===== src/rtl/conversor_bcd_binario.sv =====
// Sequential BCD-to-binary converter using reverse double-dabble: shift right, subtract 3 from digits >= 8.
// Optional macro BCD_CHECK_EN enables the digit-range check and the err flag.
module conversor_bcd_binario #(
   parameter int NDIG = 2,
   parameter int BW   = 7
) (
   input  logic                CLOCK_50,
   input  logic                RESET_N,
   input  logic                start,
   input  logic [4*NDIG-1:0]   bcd_in,
   output logic [BW-1:0]       bin_out,
   output logic                busy,
   output logic                done,
   output logic                err
);

   localparam int SW = 4*NDIG + BW;
   localparam int CW = $clog2(BW + 1);

   typedef enum logic [1:0] {S_IDLE, S_SHIFT, S_DONE} state_t;

   state_t          state, state_nx;
   logic [SW-1:0]   sr, sr_nx, sr_step;
   logic [CW-1:0]   cnt, cnt_nx;
   logic [BW-1:0]   bin_nx;
   logic            err_nx;
   logic            bad;

   // One iteration: the BCD LSB falls into the binary MSB, then any digit that
   // received a carried-in 8 is corrected to 5 (half of ten) by subtracting 3.
   always_comb begin : step_logic
      sr_step = sr >> 1;
      for (int i = 0; i < NDIG; i++) begin
         if (sr_step[BW+4*i +: 4] >= 4'd8)
            sr_step[BW+4*i +: 4] = sr_step[BW+4*i +: 4] - 4'd3;
      end
   end

`ifdef BCD_CHECK_EN
   always_comb begin : range_check
      bad = 1'b0;
      for (int i = 0; i < NDIG; i++) begin
         if (bcd_in[4*i +: 4] > 4'd9)
            bad = 1'b1;
      end
   end
`else
   assign bad = 1'b0;
`endif

   always_comb begin : next_state_logic
      // NOTE: every variable gets a default first so no path leaves one unassigned and infers a latch.
      state_nx = state;
      sr_nx    = sr;
      cnt_nx   = cnt;
      bin_nx   = bin_out;
      err_nx   = err;
      case (state)
         S_IDLE: begin
            if (start) begin
               if (bad) begin
                  state_nx = S_DONE;
                  bin_nx   = '0;
                  err_nx   = 1'b1;
               end else begin
                  sr_nx    = {bcd_in, {BW{1'b0}}};
                  cnt_nx   = '0;
                  state_nx = S_SHIFT;
               end
            end
         end
         S_SHIFT: begin
            sr_nx  = sr_step;
            cnt_nx = cnt + CW'(1);
            if (cnt == CW'(BW - 1)) begin
               state_nx = S_DONE;
               bin_nx   = sr_step[BW-1:0];
               err_nx   = 1'b0;
            end
         end
         S_DONE:  state_nx = S_IDLE;
         default: state_nx = S_IDLE;
      endcase
   end

   always_ff @(posedge CLOCK_50) begin : state_regs
      // NOTE: sequential state uses non-blocking assignments so every register samples pre-edge values.
      if (!RESET_N) begin
         state   <= S_IDLE;
         sr      <= '0;
         cnt     <= '0;
         bin_out <= '0;
         err     <= 1'b0;
      end else begin
         state   <= state_nx;
         sr      <= sr_nx;
         cnt     <= cnt_nx;
         bin_out <= bin_nx;
         err     <= err_nx;
      end
   end

   assign busy = (state != S_IDLE);
   assign done = (state == S_DONE);

endmodule

===== config.mk =====
export PLATFORM = sky130hd
export DESIGN_NAME = conversor_bcd_binario
export DESIGN_NICKNAME = d
export VERILOG_FILES = /design/src/rtl/conversor_bcd_binario.sv
export SDC_FILE = /design/constraint.sdc
export NUM_CORES = 1
export LEC_CHECK = 0
export CAP_MARGIN = 30
export CORE_MARGIN = 2
export CORE_UTILIZATION = 55
export CTS_CLUSTER_SIZE = 20
export DETAILED_ROUTE_END_ITERATION = 7
export GPL_TIMING_DRIVEN = 1
export PLACE_DENSITY = 0.83
export SLEW_MARGIN = 20
export SYNTH_ARGS = -nofsm -noshare
export SYNTH_HDL_FRONTEND = slang
export SYNTH_SLANG_ARGS = --single-unit

===== constraint.sdc =====
create_clock -name CLOCK_50 -period 2.7 [get_ports CLOCK_50]
set_clock_uncertainty 0.05 [all_clocks]
set_input_delay 0.81 -clock CLOCK_50 [delete_from_list [all_inputs] [get_ports CLOCK_50]]
set_output_delay 0.81 -clock CLOCK_50 [all_outputs]
set_load 0.05 [all_outputs]

### Yosys cells after proc, flatten, opt, wreduce, memory -nomap -nowiden

Index checks and enable logic that the tools add are counted.

| cells by class | value |
|---|---|
| add/sub/neg operators | 3 |
| order comparisons | 2 |
| equality and inequality tests | 5 |
| muxes and demuxes | 9 |
| reductions and logical operators | 6 |

Operator list:

| kind | count |
|---|---|
| $pmux W15 S2 | 1 |
| $mux W15 | 1 |
| $mux W4 | 2 |
| $pmux W3 S2 | 1 |
| $reduce_and A2 Y1 | 3 |
| $ge A3 B4 Y1 const B | 1 |
| $ge A4 B4 Y1 const B | 1 |
| $mux W2 | 2 |
| $ne A2 B2 Y1 const B | 2 |
| $pmux W2 S2 | 1 |
| $reduce_bool A2 Y1 | 2 |
| $sub A3 B2 Y4 const B | 1 |
| $sub A4 B2 Y4 const B | 1 |
| $add A3 B1 Y3 const B | 1 |
| $eq A3 B3 Y1 const B | 1 |
| $mux W3 | 1 |
| $eq A2 B1 Y1 const B | 1 |
| $eq A2 B2 Y1 const B | 1 |
| $logic_not A2 Y1 | 1 |

| storage, ports and cells | value |
|---|---|
| register bits after elaboration | 27 |
| output and inout bits | 10 |
| logic and storage cells | 29 |

### Longest topological paths before layout

Gate-level depths: netlist (run 1).

| depth | value |
|---|---|
| depth after elaboration | 3 |
| depth in mapped cells | 6 |
| gate-level depth less buffers | 6 |

### Worst setup path before layout (run 1)

Ideal clock, no wire load.

| timing path | value |
|---|---|
| kind | reg2out |
| start | reg state[1] |
| end | out done |
| arrival time | 1160 ps |
| required time | 1840 ps |
| setup slack | 680 ps |
| cell stages (with the launch flop) | 4 |
| path through | dfxtp_1 > buf_6 > inv_2 > nor2_1 |

| on the way | value |
|---|---|
| word-level cells in the longest chain between the ends | 1 |

RTL lines:

| element | line | source |
|---|---|---|
| start, declared | 22 | `state_t state, state_nx;` |
| start signal, assigned | 95 | `state <= state_nx;` |
| $eq A2 B2 Y1 | 104 | `assign done = (state == S_DONE);` |
| end, declared | 13 | `output logic done,` |

No other way between the ends.

### Worst setup path in the final report (run 1)

| timing path | value |
|---|---|
| start | reg bin_out[5] |
| end | out bin_out[5] |

RTL lines:

| element | line | source |
|---|---|---|
| start, declared | 11 | `output logic [BW-1:0] bin_out,` |
| start signal, assigned | 98 | `bin_out <= bin_nx;` |

No word-level cell between the ends.

==> Flow_metrics.wiki, run 1 <==
{| class="wikitable"
! Metric !! Value
|-
| RSZ-0062 raised after global routing || no
|-
| Beginning of the worst register-to-register path || sr[8]$_SDFFE_PN0P_
|-
| Post-CTS Setup Repair Bufs || 0
|-
| Data required, critical path || 1840 ps
|-
| TritonCTS buffer count || 3
|-
| Cell with the largest stage delay on the worst path || clkdlybuf4s50_1
|-
| Die X || 50.9 microns
|-
| Congestion Overflow GR || 0
|-
| Post-detail-place hpwl || 1730 microns
|-
| Worst path setup slack after routing || 358 ps
|-
| Standby leakage power || 0.533 nW
|-
| Startpoint-to-endpoint class of the critical path || flip-flop to output pin
|-
| DIE AREA || 2590 sq um
|-
| Resize count post-CTS || 0
|-
| Buffer and inverter count on the worst path || 1
|-
| Register-to-Register Path Depth || 6
|-
| Die Span Y || 50.9 microns
|-
| Area growth, synth to finish || 19.1%
|-
| Number of nets in the synthesized netlist || 153
|-
| Cell-by-cell listing of the critical path || clkdlybuf4s50_1
|-
| Combinational cell fraction of total power || 11.6%
|-
| Longest Clk Path Bufs || 2
|-
| Result of the run || completed
|-
| Start point of the worst hold path || bin_out[6]$_SDFFE_PN0P_
|-
| Min-Delay Endpoint || bin_out[6]$_SDFFE_PN0P_
|-
| Number of max-cap violations || 0
|-
| Sum of routed wire length over all layers || 2400 microns
|-
| Total of warnings raised by yosys || 0
|-
| Final-stage net count || 172
|-
| CTS tree || done
|-
| Final period util || 86.8%
|-
| Starting Density || 59.7%
|-
| Routed wire per std cell || 13.1 microns
|-
| Cell family contributing the most delay on the critical path || buffers and inverters
|-
| Placeable core region || 2020 sq um
|-
| Worst-margin pin slew || 733 ps
|-
| Number of antenna diodes || 0
|-
| Largest vdd supply drop || 0.510 mV
|-
| Sequential share of power || 53.3%
|-
| Core utilization of the finished layout || 71.1%
|-
| Setup-violating endpoint count in the final report || 0
|-
| Via density per instance || 5.40
|-
| Net Sw Frac || 23.8%
|-
| Post-CTS clock slew at the launch and capture registers of the worst setup and hold paths || 140 ps
|-
| Relative slew slack || 51.0%
|-
| TritonRoute pass-1 iters || 4
|-
| Max incr delay on CP || 800 ps
|-
| Net switching power figure || 0.184 mW
|-
| Sequential fraction of the synthesis area || 43.1%
|-
| Final hold viol count || 0
|-
| Number of flops mapped to enable cells by yosys || 0
|-
| Post-detailed-route count of antenna-violating nets || 0
|-
| Highest clock frequency the design can meet || 427 MHz
|-
| Drt drc || 0
|-
| Latest clock arrival within the worst-skew pair || 330 ps
|-
| Largest net degree at the start of global routing || 27
|-
| Cell count after synthesis || 138
|-
| Vias after detailed routing || 988
|-
| Clk pwr share || 35.0%
|-
| CP endpoint kind || output pin
|-
| Maximum level of the CTS H-tree || 1
|-
| Cell area after technology mapping || 1210 sq um
|-
| Total number of clock tree sinks || 26
|-
| IO Port Bufs || 19
|-
| Via count of the first global-routing pass || 901
|-
| Distinct cell type count of the synthesized netlist || 32
|-
| Clock root buffer || clkbuf_4
|-
| FFs w/ async S/R, synth || 0%
|-
| Last weighted congestion value of the routability-driven placer || 0.792
|-
| Count of cells along the worst hold path || 2
|-
| Endpoint of the lowest-slack register-to-register path || sr[8]$_SDFFE_PN0P_
|-
| Worst Hold Margin || 411 ps
|-
| Antenna violations before repair || 0
|-
| Final count of pins violating max slew || 0
|-
| Most used DFF post-synth || dfxtp_1
|-
| First-pass GRT wire length || 3980 microns
|-
| I/O pin total || 21
|-
| Aggregate global-route resource usage || 20.6%
|-
| Synthesis-stage register bit count || 26
|-
| CP arrival || 1480 ps
|-
| Minimum clock period after layout || 2340 ps
|-
| Tightest Hold Check Type || flip-flop to flip-flop
|-
| Standard-cell row count || 16
|-
| Internal Power || 0.590 mW
|-
| Post-CTS Hold Fix Bufs || 0
|-
| Post-placement worst setup slack || 433 ps
|-
| Largest fanout on the critical path || 2
|-
| Post-Route Setup TNS || 0 ps
|-
| Placed Cells || 179
|-
| Critical path startpoint category || flip-flop
|-
| Pwr/cell area || 538 nW/um^2
|-
| Number of design-rule violations left by the first detailed-router iteration || 17
|-
| Share of layout cells above drive strength 1 || 9.62%
|-
| Synthesized area per cell || 8.75 sq um
|-
| R2R setup slack || 1280 ps
|-
| Non-filler instance count after layout || 183
|}
-- power groups by stage --
stage / clock network [mW] / registers, mW / logic, mW
floorplan: 0 / 0.414 / 0.0676
global placement: 0 / 0.420 / 0.0855
global route: 0.295 / 0.414 / 0.0996
CTS: 0.279 / 0.412 / 0.0898
detailed placement: 0 / 0.420 / 0.0893
finish: 0.271 / 0.413 / 0.0899
-- cells in the mapped netlist, drive strengths merged, types with 2 or more instances --
library cell	n	share of area, %
and2	4	2.1
o21ai	13	5.4
nor2b	7	3.6
nor2	11	4.7
a22oi	8	5.0
nand2	24	7.5
clkbuf	2	0.62
dfxtp	26	43
buf	5	4.0
ha	4	4.1
nand2b	3	1.8
a21oi	4	1.7
inv	5	1.8
a21boi	9	5.6
-- metal layers --
metal	vias to the layer above	GRT usage (%)	part of all wire, %
li1	506	-	-
met1	462	25.4	45
met2	16	35.1	50
met3	4	2.92	3.0
met4	0	10.4	1.8
met5	-	0	0
-- worst max-delay path by stage --
stage	slack, ps	cells past startpoint	endpoint	startpoint
after global placement	500	3	sr[8]$_SDFFE_PN0P_	RESET_N
after detailed placement	430	3	sr[12]$_SDFFE_PN0P_	RESET_N
final	360	1	bin_out[5]	bin_out[5]$_SDFFE_PN0P_
after CTS	340	1	bin_out[5]	bin_out[5]$_SDFFE_PN0P_
after global routing	290	1	bin_out[2]	bin_out[2]$_SDFFE_PN0P_
after floorplan	680	3	done	state[1]$_SDFFE_PN0P_
-- cell usage in the layout (no fill, tap or decap) --
master / count
nand3_2: 1
o22a_1: 1
bufinv_16: 1
o21bai_1: 1
xor2_1: 1
ha_1: 4
nand2b_1: 2
o32a_1: 1
o21ai_0: 13
conb_1: 1
and3_1: 1
nor2_1: 9
o221a_1: 1
nand2b_2: 1
buf_4: 4
nor2_4: 2
inv_4: 1
nand2_1: 24
a221oi_2: 1
inv_2: 1
nand3b_1: 1
a31oi_1: 1
a21boi_1: 9
clkdlybuf4s50_1: 17
clkbuf_4: 3
inv_1: 3
nor2b_1: 7
a21oi_1: 4
a22oi_1: 8
dfxtp_1: 26
and2_1: 4
o22ai_1: 1
xnor2_1: 1
-- worst register-to-register path: cells and delay by family, from the launching register on --
family          cells  cell delay (ps)
flops               1              450
compound gates      2              330
fa+ha+maj           1              290
simple gates        2              130
buf+inv             1               70
-- flip-flops by register name, summed over array words and instances, names as in the netlist --
signal and flops:
bin_out 7, sr 14, cnt 3, state 2
-- layout make-up --
cell class,count,area (sq um)
multi-input combinational,100,609
fill,170,584
sequential,26,520
timing repair buffer,21,200
tap,27,33.8
clock inverter,1,30.0
clock buffer,3,22.5
inverter,5,21.3
-- stage by stage --
step / area [sq um] / power (mW)
final: 1440 / 0.773
after global routing: 1440 / 0.809
after CTS: 1440 / 0.781
after detailed placement: 1390 / 0.510
after global placement: 1390 / 0.505
after floorplan: 1210 / 0.481
-- logic make-up after synthesis --
| family | Yosys count | share of synthesized area (%) |
|---|---|---|
| AOI/OAI and AO/OA | 41 | 23.0 |
| adders and majority gates | 4 | 4.15 |
| buffers and inverters | 12 | 6.42 |
| and+or+nand+nor | 52 | 21.6 |
| DFF | 26 | 43.1 |
| other | 1 | 0.311 |
| xor gates and xnor gates | 2 | 1.45 |
Note: power is estimated with default switching activity, not from simulation.
==> run 2: changes to the inputs <==
--- a/config.mk
+++ b/config.mk
@@ -12,6 +12,7 @@
 export DETAILED_ROUTE_END_ITERATION = 7
 export GPL_TIMING_DRIVEN = 1
 export PLACE_DENSITY = 0.83
+export SETUP_SLACK_MARGIN = 0.4
 export SLEW_MARGIN = 20
 export SYNTH_ARGS = -nofsm -noshare
 export SYNTH_HDL_FRONTEND = slang
==> Flow_metrics.wiki, run 2 (synthesized netlist as in run 1, its figures left out) <==
{| class="wikitable"
! Metric !! Value
|-
| Result of the run || completed
|-
| Latest clock arrival within the worst-skew pair || 330 ps
|-
| Overall power || 0.773 mW
|-
| Final period util || 79.0%
|-
| Via count of the first global-routing pass || 903
|-
| Placed Cells || 179
|-
| Sum of routed wire length over all layers || 2410 microns
|-
| Commonest non-fill, non-tap cell in the layout || dfxtp_1
|-
| Standard-cell row count || 16
|-
| Critical path startpoint category || flip-flop
|-
| Post-CTS Hold Fix Bufs || 0
|-
| Antenna violations before repair || 0
|-
| Worst-margin pin slew || 730 ps
|-
| Post-CTS clock slew at the launch and capture registers of the worst setup and hold paths || 140 ps
|-
| Final-stage net count || 172
|-
| Placeable core region || 2020 sq um
|-
| Worst Hold Margin || 408 ps
|-
| Largest fanout on the critical path || 9
|-
| Crit path from || state[1]$_SDFFE_PN0P_
|-
| Clock root buffer || clkbuf_4
|-
| Start point of the worst hold path || bin_out[6]$_SDFFE_PN0P_
|-
| Largest registers || sr x14, bin_out x7, cnt x3
|-
| CTS tree || done
|-
| Pwr/cell area || 541 nW/um^2
|-
| Aggregate global-route resource usage || 20.7%
|-
| I/O pin total || 21
|-
| Largest vdd supply drop || 0.509 mV
|-
| Congestion Overflow GR || 0
|-
| Last weighted congestion value of the routability-driven placer || 0.792
|-
| Die X || 50.9 microns
|-
| Minimum clock period after layout || 2130 ps
|-
| Largest net degree at the start of global routing || 27
|-
| Post-Route Setup TNS || 0 ps
|-
| CP endpoint kind || output pin
|-
| Setup-violating endpoint count in the final report || 0
|-
| Post-detail-place hpwl || 1730 microns
|-
| Tightest Hold Check Type || flip-flop to flip-flop
|-
| Non-filler instance count after layout || 183
|-
| Post-detailed-route count of antenna-violating nets || 0
|-
| Starting Density || 59.7%
|-
| IO Port Bufs || 19
|-
| Data required, critical path || 1840 ps
|-
| Number of flip-flops in the largest register || 14
|-
| RSZ-0062 raised after global routing || no
|-
| DIE AREA || 2590 sq um
|-
| R2R setup slack || 1280 ps
|-
| Share of layout cells above drive strength 1 || 10.3%
|-
| Biggest register || sr
|-
| Filler cells || 170
|-
| Final hold viol count || 0
|-
| First-pass GRT wire length || 4000 microns
|-
| Maximum level of the CTS H-tree || 1
|-
| Total number of clock tree sinks || 26
|-
| Drt drc || 0
|-
| TritonRoute pass-1 iters || 4
|-
| Commonest cells after routing, fill and taps aside || 25 x dfxtp_1, 24 x nand2_1, 13 x o21ai_0, 10 x clkdlybuf4s50_1
|-
| Standby leakage power || 0.567 nW
|-
| Number of design-rule violations left by the first detailed-router iteration || 17
|-
| Relative slew slack || 51.2%
|-
| Number of max-cap violations || 0
|-
| Post-CTS Setup Repair Bufs || 0
|-
| TritonCTS buffer count || 3
|-
| Highest clock frequency the design can meet || 469 MHz
|-
| Startpoint-to-endpoint class of the critical path || flip-flop to output pin
|-
| Via density per instance || 5.41
|-
| Area growth, synth to finish || 18.4%
|-
| Routed wire per std cell || 13.1 microns
|-
| Placed inst area || 1390 sq um
|-
| CP arrival || 1270 ps
|-
| Number of antenna diodes || 0
|-
| Die Span Y || 50.9 microns
|-
| Final count of pins violating max slew || 0
|-
| Vias after detailed routing || 990
|-
| Beginning of the worst register-to-register path || sr[8]$_SDFFE_PN0P_
|-
| Final Instance Area || 1430 sq um
|-
| Longest Clk Path Bufs || 2
|}
## run 2: changes by cell type in the layout (fill, tap and decap cells not counted), sizes merged
cell / change
dlygate4sd2: +7
clkdlybuf4s50: -7
## run 2: per-layer routing
layer | share of wire [%] | vias to the layer above | wire length [microns] | track usage [%]
li1 | - | 506 | - | -
met1 | 45 | 458 | 1090 | 25.6
met2 | 50 | 20 | 1190 | 35.1
met3 | 2.7 | 6 | 64 | 2.92
met4 | 2.4 | 0 | 57 | 10.4
met5 | 0 | - | 0 | 0
## run 2: final cells by class
type	instances	area (sq um)	area share, %
Inverter	5	21.3	1.49
Sequential cell	26	522	36.5
Clock inverter	1	30.0	2.10
Tap cell	27	33.8	2.36
Clock buffer	3	22.5	1.57
Timing Repair Buffer	21	191	13.4
Multi-Input combinational cell	100	609	42.6
## run 2: worst paths after layout
kind,cells after the start,end
worst min register to register,2,bin_out[6]$_SDFFE_PN0P_
worst max register to register,6,sr[8]$_SDFFE_PN0P_
worst max-delay path,4,busy
worst min-delay path,2,bin_out[6]$_SDFFE_PN0P_
## run 2: critical path, cell delays in order, from the launching register on
cell and delay, ps:
dfxtp_1 330, buf_4 180, inv_2 110, nand2_1 120, buf_4 210
## run 2: report_power, final
| group | total (mW) | switching [mW] | internal (mW) | leakage [nW] |
|---|---|---|---|---|
| clock | 0.271 | 0.120 | 0.150 | 0.0279 |
| combinational | 0.0899 | 0.0475 | 0.0424 | 0.327 |
| sequential | 0.413 | 0.0155 | 0.397 | 0.212 |
## run 2: timing repair
action / CTS / global route
endpoints found under the setup margin: 7 / 1
resized for setup: 7 / 1
hold endpoints to repair: 0 / 0
## run 2: metrics by stage
step                utilization [%]  worst slack [ps]
global route                   70.7               489
detailed placement             68.5               433
global placement               68.5               499
floorplan                         -               680
CTS                            70.7               442
finish                         70.7               567
